===== config.mk =====
export PLATFORM = sky130hd
export DESIGN_NAME = collision_detect
export DESIGN_NICKNAME = d
export VERILOG_FILES = /design/src/rtl/collision_detect.sv
export SDC_FILE = /design/constraint.sdc
export NUM_CORES = 1
export LEC_CHECK = 0
export CAP_MARGIN = 30
export CORE_ASPECT_RATIO = 0.9
export CORE_MARGIN = 1.5
export CORE_UTILIZATION = 30
export CTS_BUF_LIST = sky130_fd_sc_hd__clkbuf_4 sky130_fd_sc_hd__clkbuf_8 sky130_fd_sc_hd__clkbuf_16
export CTS_CLUSTER_DIAMETER = 60
export DETAILED_ROUTE_END_ITERATION = 8
export SETUP_SLACK_MARGIN = 0.1
export SYNTH_ARGS = -nofsm -noshare
export SYNTH_HDL_FRONTEND = slang
export SYNTH_SLANG_ARGS = --single-unit

===== constraint.sdc =====
create_clock -name clk3 -period 8.9 [get_ports clk3]
set_input_delay 1.78 -clock clk3 [delete_from_list [all_inputs] [get_ports clk3]]
set_output_delay 1.78 -clock clk3 [all_outputs]
set_load 0.02 [all_outputs]

===== src/rtl/collision_detect.sv =====
// Frame-tick collision scanner: snapshots enemy slots and the player box, tests one
// slot per clock with a strict AABB overlap, and reports a hit mask and sticky game_over.
module collision_detect #(
    parameter int unsigned SLOTS      = 7,
    parameter int unsigned TYPELEN    = 2,
    parameter int unsigned XLEN       = 10,
    parameter int unsigned YLEN       = 9,
    parameter int unsigned WLEN       = 7,
    parameter int unsigned HLEN       = 7,
    parameter int unsigned ENEMY_TYPE = 2
) (
    input  logic                                             clk3,
    input  logic                                             rst_n,
    input  logic [(TYPELEN+XLEN+YLEN+WLEN+HLEN)*SLOTS-1:0]   gamedata,
    input  logic [XLEN-1:0]                                  player_x,
    input  logic [YLEN-1:0]                                  player_y,
    input  logic [WLEN-1:0]                                  player_w,
    input  logic [HLEN-1:0]                                  player_h,
    input  logic                                             start,
    input  logic                                             clear_go,
    output logic                                             busy,
    output logic                                             done,
    output logic                                             hit,
    output logic [SLOTS-1:0]                                 hit_mask,
    output logic [2:0]                                       hit_index,
    output logic                                             game_over
);

    localparam int unsigned DATALEN = TYPELEN + XLEN + YLEN + WLEN + HLEN;
    localparam int unsigned GDLEN   = DATALEN * SLOTS;
    localparam int unsigned IDXW    = 3;
    localparam int unsigned X_OFS   = TYPELEN;
    localparam int unsigned Y_OFS   = X_OFS + XLEN;
    localparam int unsigned W_OFS   = Y_OFS + YLEN;
    localparam int unsigned H_OFS   = W_OFS + WLEN;

    typedef enum logic [1:0] {
        ST_IDLE   = 2'd0,
        ST_SCAN   = 2'd1,
        ST_REPORT = 2'd2
    } state_t;

    state_t              state_q, state_d;
    logic [IDXW-1:0]     idx_q, idx_d;
    logic [GDLEN-1:0]    snap_data_q, snap_data_d;
    logic [XLEN-1:0]     snap_px_q, snap_px_d;
    logic [YLEN-1:0]     snap_py_q, snap_py_d;
    logic [WLEN-1:0]     snap_pw_q, snap_pw_d;
    logic [HLEN-1:0]     snap_ph_q, snap_ph_d;
    logic [SLOTS-1:0]    mask_q, mask_d;
    logic [SLOTS-1:0]    hit_mask_q, hit_mask_d;
    logic                hit_q, hit_d;
    logic [IDXW-1:0]     hit_index_q, hit_index_d;
    logic                game_over_q, game_over_d;
    logic                done_q, done_d;
    logic                busy_q, busy_d;

    logic [DATALEN-1:0]  slot_c;
    logic [TYPELEN-1:0]  e_type_c;
    logic [XLEN-1:0]     e_x_c;
    logic [YLEN-1:0]     e_y_c;
    logic [WLEN-1:0]     e_w_c;
    logic [HLEN-1:0]     e_h_c;
    logic                live_c;
    logic                overlap_c;
    logic                slot_hit_c;

    function automatic logic [IDXW-1:0] lowest_set(input logic [SLOTS-1:0] m);
        lowest_set = '0;
        for (int k = SLOTS - 1; k >= 0; k--) begin
            if (m[k]) lowest_set = IDXW'(k);
        end
    endfunction

    // Select the snapshot slot currently under evaluation.
    always_comb begin
        slot_c = '0;
        for (int k = 0; k < SLOTS; k++) begin
            if (idx_q == IDXW'(k)) slot_c = snap_data_q[k*DATALEN +: DATALEN];
        end
    end

    assign e_type_c = slot_c[TYPELEN-1:0];
    assign e_x_c    = slot_c[X_OFS +: XLEN];
    assign e_y_c    = slot_c[Y_OFS +: YLEN];
    assign e_w_c    = slot_c[W_OFS +: WLEN];
    assign e_h_c    = slot_c[H_OFS +: HLEN];

    assign live_c = (e_type_c == TYPELEN'(ENEMY_TYPE));

    // Sums carry one extra bit so large coordinates never wrap; zero extents never overlap.
    always_comb begin
        overlap_c = ((XLEN+1)'(e_x_c) < (XLEN+1)'(snap_px_q) + (XLEN+1)'(snap_pw_q))
                 && ((XLEN+1)'(snap_px_q) < (XLEN+1)'(e_x_c) + (XLEN+1)'(e_w_c))
                 && ((YLEN+1)'(e_y_c) < (YLEN+1)'(snap_py_q) + (YLEN+1)'(snap_ph_q))
                 && ((YLEN+1)'(snap_py_q) < (YLEN+1)'(e_y_c) + (YLEN+1)'(e_h_c))
                 && (e_w_c != '0) && (e_h_c != '0)
                 && (snap_pw_q != '0) && (snap_ph_q != '0);
    end

    assign slot_hit_c = live_c && overlap_c;

    // Next-state and registered-output logic.
    always_comb begin
        state_d     = state_q;
        idx_d       = idx_q;
        snap_data_d = snap_data_q;
        snap_px_d   = snap_px_q;
        snap_py_d   = snap_py_q;
        snap_pw_d   = snap_pw_q;
        snap_ph_d   = snap_ph_q;
        mask_d      = mask_q;
        hit_mask_d  = hit_mask_q;
        hit_d       = hit_q;
        hit_index_d = hit_index_q;
        game_over_d = game_over_q && !clear_go;
        done_d      = 1'b0;

        case (state_q)
            ST_IDLE: begin
                if (start) begin
                    snap_data_d = gamedata;
                    snap_px_d   = player_x;
                    snap_py_d   = player_y;
                    snap_pw_d   = player_w;
                    snap_ph_d   = player_h;
                    mask_d      = '0;
                    idx_d       = '0;
                    state_d     = ST_SCAN;
                end
            end
            ST_SCAN: begin
                mask_d[idx_q] = slot_hit_c;
                if (idx_q == IDXW'(SLOTS - 1)) begin
                    state_d     = ST_REPORT;
                    hit_mask_d  = mask_d;
                    hit_d       = |mask_d;
                    hit_index_d = lowest_set(mask_d);
                    done_d      = 1'b1;
                    if (|mask_d) game_over_d = 1'b1;
                end else begin
                    idx_d = idx_q + IDXW'(1);
                end
            end
            ST_REPORT: begin
                state_d = ST_IDLE;
            end
            default: begin
                state_d = ST_IDLE;
            end
        endcase

        busy_d = (state_d != ST_IDLE);
    end

    always_ff @(posedge clk3) begin
        if (!rst_n) begin
            state_q     <= ST_IDLE;
            idx_q       <= '0;
            snap_data_q <= '0;
            snap_px_q   <= '0;
            snap_py_q   <= '0;
            snap_pw_q   <= '0;
            snap_ph_q   <= '0;
            mask_q      <= '0;
            hit_mask_q  <= '0;
            hit_q       <= 1'b0;
            hit_index_q <= '0;
            game_over_q <= 1'b0;
            done_q      <= 1'b0;
            busy_q      <= 1'b0;
        end else begin
            state_q     <= state_d;
            idx_q       <= idx_d;
            snap_data_q <= snap_data_d;
            snap_px_q   <= snap_px_d;
            snap_py_q   <= snap_py_d;
            snap_pw_q   <= snap_pw_d;
            snap_ph_q   <= snap_ph_d;
            mask_q      <= mask_d;
            hit_mask_q  <= hit_mask_d;
            hit_q       <= hit_d;
            hit_index_q <= hit_index_d;
            game_over_q <= game_over_d;
            done_q      <= done_d;
            busy_q      <= busy_d;
        end
    end

    assign busy      = busy_q;
    assign done      = done_q;
    assign hit       = hit_q;
    assign hit_mask  = hit_mask_q;
    assign hit_index = hit_index_q;
    assign game_over = game_over_q;

endmodule


==> results of run 1 <==
## metrics by stage
| stage | total power, mW | util, % |
|---|---|---|
| after floorplan | 1.84 | - |
| after global placement | 2.11 | 37.0 |
| after detailed placement | 2.12 | 37.0 |
| after CTS | 3.69 | 39.5 |
| after global routing | 3.81 | 39.6 |
| final | 3.66 | 39.6 |
## metal layers
layer,vias up,GRT usage [%],wire length (um),part of all wire [%]
li1,7454,-,-,-
met4,0,9.25,2160,3.8
met2,492,34.1,26000,45
met3,97,3.33,3670,6.4
met1,7217,28.8,25700,45
met5,-,0,0,0
## cells in the final DEF (no fill, tap or decap), types with 8 or more instances in the layout
cell type and count:
a21boi_0 40, a22oi_1 22, nor2b_1 18, nand3_1 8, clkbuf_16 39, clkbuf_8 9, o21ai_0 68, nor2_1 88
xnor2_1 16, nand2b_1 9, nor3b_1 9, a211oi_1 47, ha_1 63, nand3b_1 19, nor3_1 9, clkdlybuf4s50_1 294
o221a_2 9, a21oi_1 336, a21o_1 12, xor2_1 14, buf_4 13, dfxtp_1 304, nand2_1 646, a221oi_1 18
inv_1 47
## state kept, by name, summed over array words and instances, names as in the netlist
name,count
busy,1
done,1
game_over,1
hit,1
hit_index,3
hit_mask,7
idx_q,3
mask_q,7
snap_data_q,245
snap_ph_q,7
snap_pw_q,7
snap_px_q,10
snap_py_q,9
state_q,2
## worst max-delay path by stage
| stage | startpoint | endpoint | slack [ns] |
|---|---|---|---|
| final | idx_q[0] | mask_q[3] | 0.86 |
| after global routing | idx_q[0] | mask_q[3] | 0.33 |
| after CTS | idx_q[0] | mask_q[3] | 0.91 |
| after detailed placement | idx_q[0] | mask_q[3] | 0.93 |
| after global placement | idx_q[0] | mask_q[3] | 1.25 |
| after floorplan | idx_q[1] | hit_index[2] | 2.06 |
## cell type report
class | instances | area, um2
Inverter | 48 | 188
Clock inverter | 15 | 140
Timing Repair Buffer | 312 | 3140
Sequential cell | 304 | 6090
Tap cell | 680 | 851
Clock buffer | 51 | 1120
Multi-Input combinational cell | 1562 | 8460
Fill cell | 5279 | 30500
## synthesized netlist by cell type (all sizes together), types with 4 or more instances
library cell and number:
nand2 647, a21oi 336, dfxtp 304, clkbuf 116, nor2 89, o21ai 70, ha 67, inv 48
a211oi 47, a21boi 40, buf 40, a22oi 22, a221oi 19, nand3b 19, nor2b 18, xnor2 16
xor2 14, a21o 12, nand2b 9, nor3 9, nor3b 9, o221a 9, nand3 8, o21bai 7
a31oi 6, and2 6, mux2i 6, nor4 5, o211ai 5, o22ai 5, or4 5, a2111oi 4
fa 4, or2 4
## power groups by stage
stage / registers [mW] / clock network (mW) / logic [mW]
3_5_place_dp: 1.52 / 0 / 0.597
2_1_floorplan: 1.49 / 0 / 0.348
3_3_place_gp: 1.52 / 0 / 0.588
5_1_grt: 1.50 / 1.65 / 0.664
4_1_cts: 1.49 / 1.60 / 0.600
6_report: 1.50 / 1.56 / 0.603
## tightest hold or removal path: stages (launching register included)
cell	delay (ns)
dfxtp_1	0.30
nand2_1	0.05
a21oi_1	0.05
## kinds of logic (layout without fill, tap and decap cells)
group / after synthesis / in the layout
compound gates: 617 / 617
flops: 304 / 304
simple gates: 836 / 836
fa+ha+maj: 71 / 71
mux: 8 / 8
xor+xnor: 30 / 30
buf+inv: 204 / 426
==> results.tsv, run 1 <==
metric	value	unit
switching_share	28.0	%
grt_max_degree	220	
start_kind	register	
ys.flop_type	dfxtp_1	
cp_slowest_stage_delay	0.87	ns
insertion_delay	0.55	ns
syn_area	0.0153	mm2
gr-usage-all-layers	21.5	%
clockBufferDepth	3	
cts_num_sinks	304	
synthAdderAreaFrac	5.99	%
slew_headroom	36.0	%
ant_nets	0	
synth-edff-count	0	
synth_area_leaders	dfxtp_1 (40%), nand2_1 (16%), a21oi_1 (11%)	
synth.distinct_cells	68	
die_x	241	um
synth-simple-area-share	22.3	%
cts_tree	built	
path_delay_family	compound AO/OA/AOI/OAI gates	
drc_errors	0	
rrSetupSlack	0.86	ns
rsz0062_at_grt	false	
first_pass_iters	5	
area_growth	30.3	%
cp_max_fo	51	
min_from	snap_data_q[212]	
setup_ws	0.856	ns
ys_warn_count	0	
via_count	15300	
arrival	8.53	ns
ys_seq_area_share	39.7	%
period_share	90.4	%
synthMuxAreaShare	0.538	%
worst_slew_pin_slew	0.959	ns
gr-total-overflow	0	
placed_cells	2904	
synth_xor_area_share	1.71	%
timing.final.crit_period	8.04	ns
synth_top_area_cell	dfxtp_1	
cts_resized	0	
cap_viol_max_count	0	
drt-total-wl	57600	um
cts_made_buffers	39	
pwr-share-seq	40.9	%
rr_startpoint	idx_q[0]	
core_region_area	0.0505	mm2
final_area	0.0200	mm2
antenna_found_initial	0	
start_util	30.4	%
end_kind	register	
path_common_cell	a21oi_1	
totalNegativeSetupSlack	0	ns
syn_avg_cell_area	7.41	um2
timing.rr.end	mask_q[3]	
clkTransAtPathRegs	0.06	ns
cp_data_required_time	9.39	ns
comb_power_share	16.5	%
whs	0.450	ns
grt_pass1_wl	86100	um
path_buf_inv	0	
synth_compound_area_share	24.3	%
cp_num_cells	27	
h-tree-depth	2	
hold_buffers	0	
hpwlAfterDp	41900	um
power_density	183	mW/mm2
synth_seq_cells	304	
yosysTopAreaCellShare	39.7	%
die_h	218	um
p_int	2.64	mW
first_iter_violations	1155	
final_cell_count_no_fill	2972	
ir_worst_vdd	0.112	mV
diodes	0	
p_clk_share	42.7	%
crit_path_top_delay_cell	dfxtp_1	
crit_type	register to register	
fin_nets	2620	
dieArea	0.0525	mm2
status	completed	
place_area	0.0187	mm2
worst-r2r-cell-count	27	
hold_depth	2	
drive_gt1_share	4.84	%
syn_nets	2423	
maxSlewViolCount	0	
hold_viol_final	0	
cts_root_buffer	clkbuf_16	
holdCritPathClass	register to register	
place.gp.congestion	0.888	
leakagePower	7.41	nW
post-place-ws	0.935	ns
min_to	snap_data_q[212]	
clock_skew	0.0152	ns
synthArstFlopShare	0	%
netlist_instances	2070	
finalSetupViolCount	0	
portBuffers	295	
post_cts_buffers	0	
pin_count	296	
vias_per_cell	5.13	
fmax	124	MHz
grt_pass1_vias	14800	
synth_top_family_by_area	compound AO/OA/AOI/OAI gates	
rows	78	
wl_per_cell	19.4	um
p_sw	1.03	mW
(Power assumes the default switching activity.)
==> run 2: changes to the inputs <==
Settings changed: ABC_AREA from default to 0.
==> results of run 2 <==
The final DEF is identical to that of run 1; final timing and power are the same.
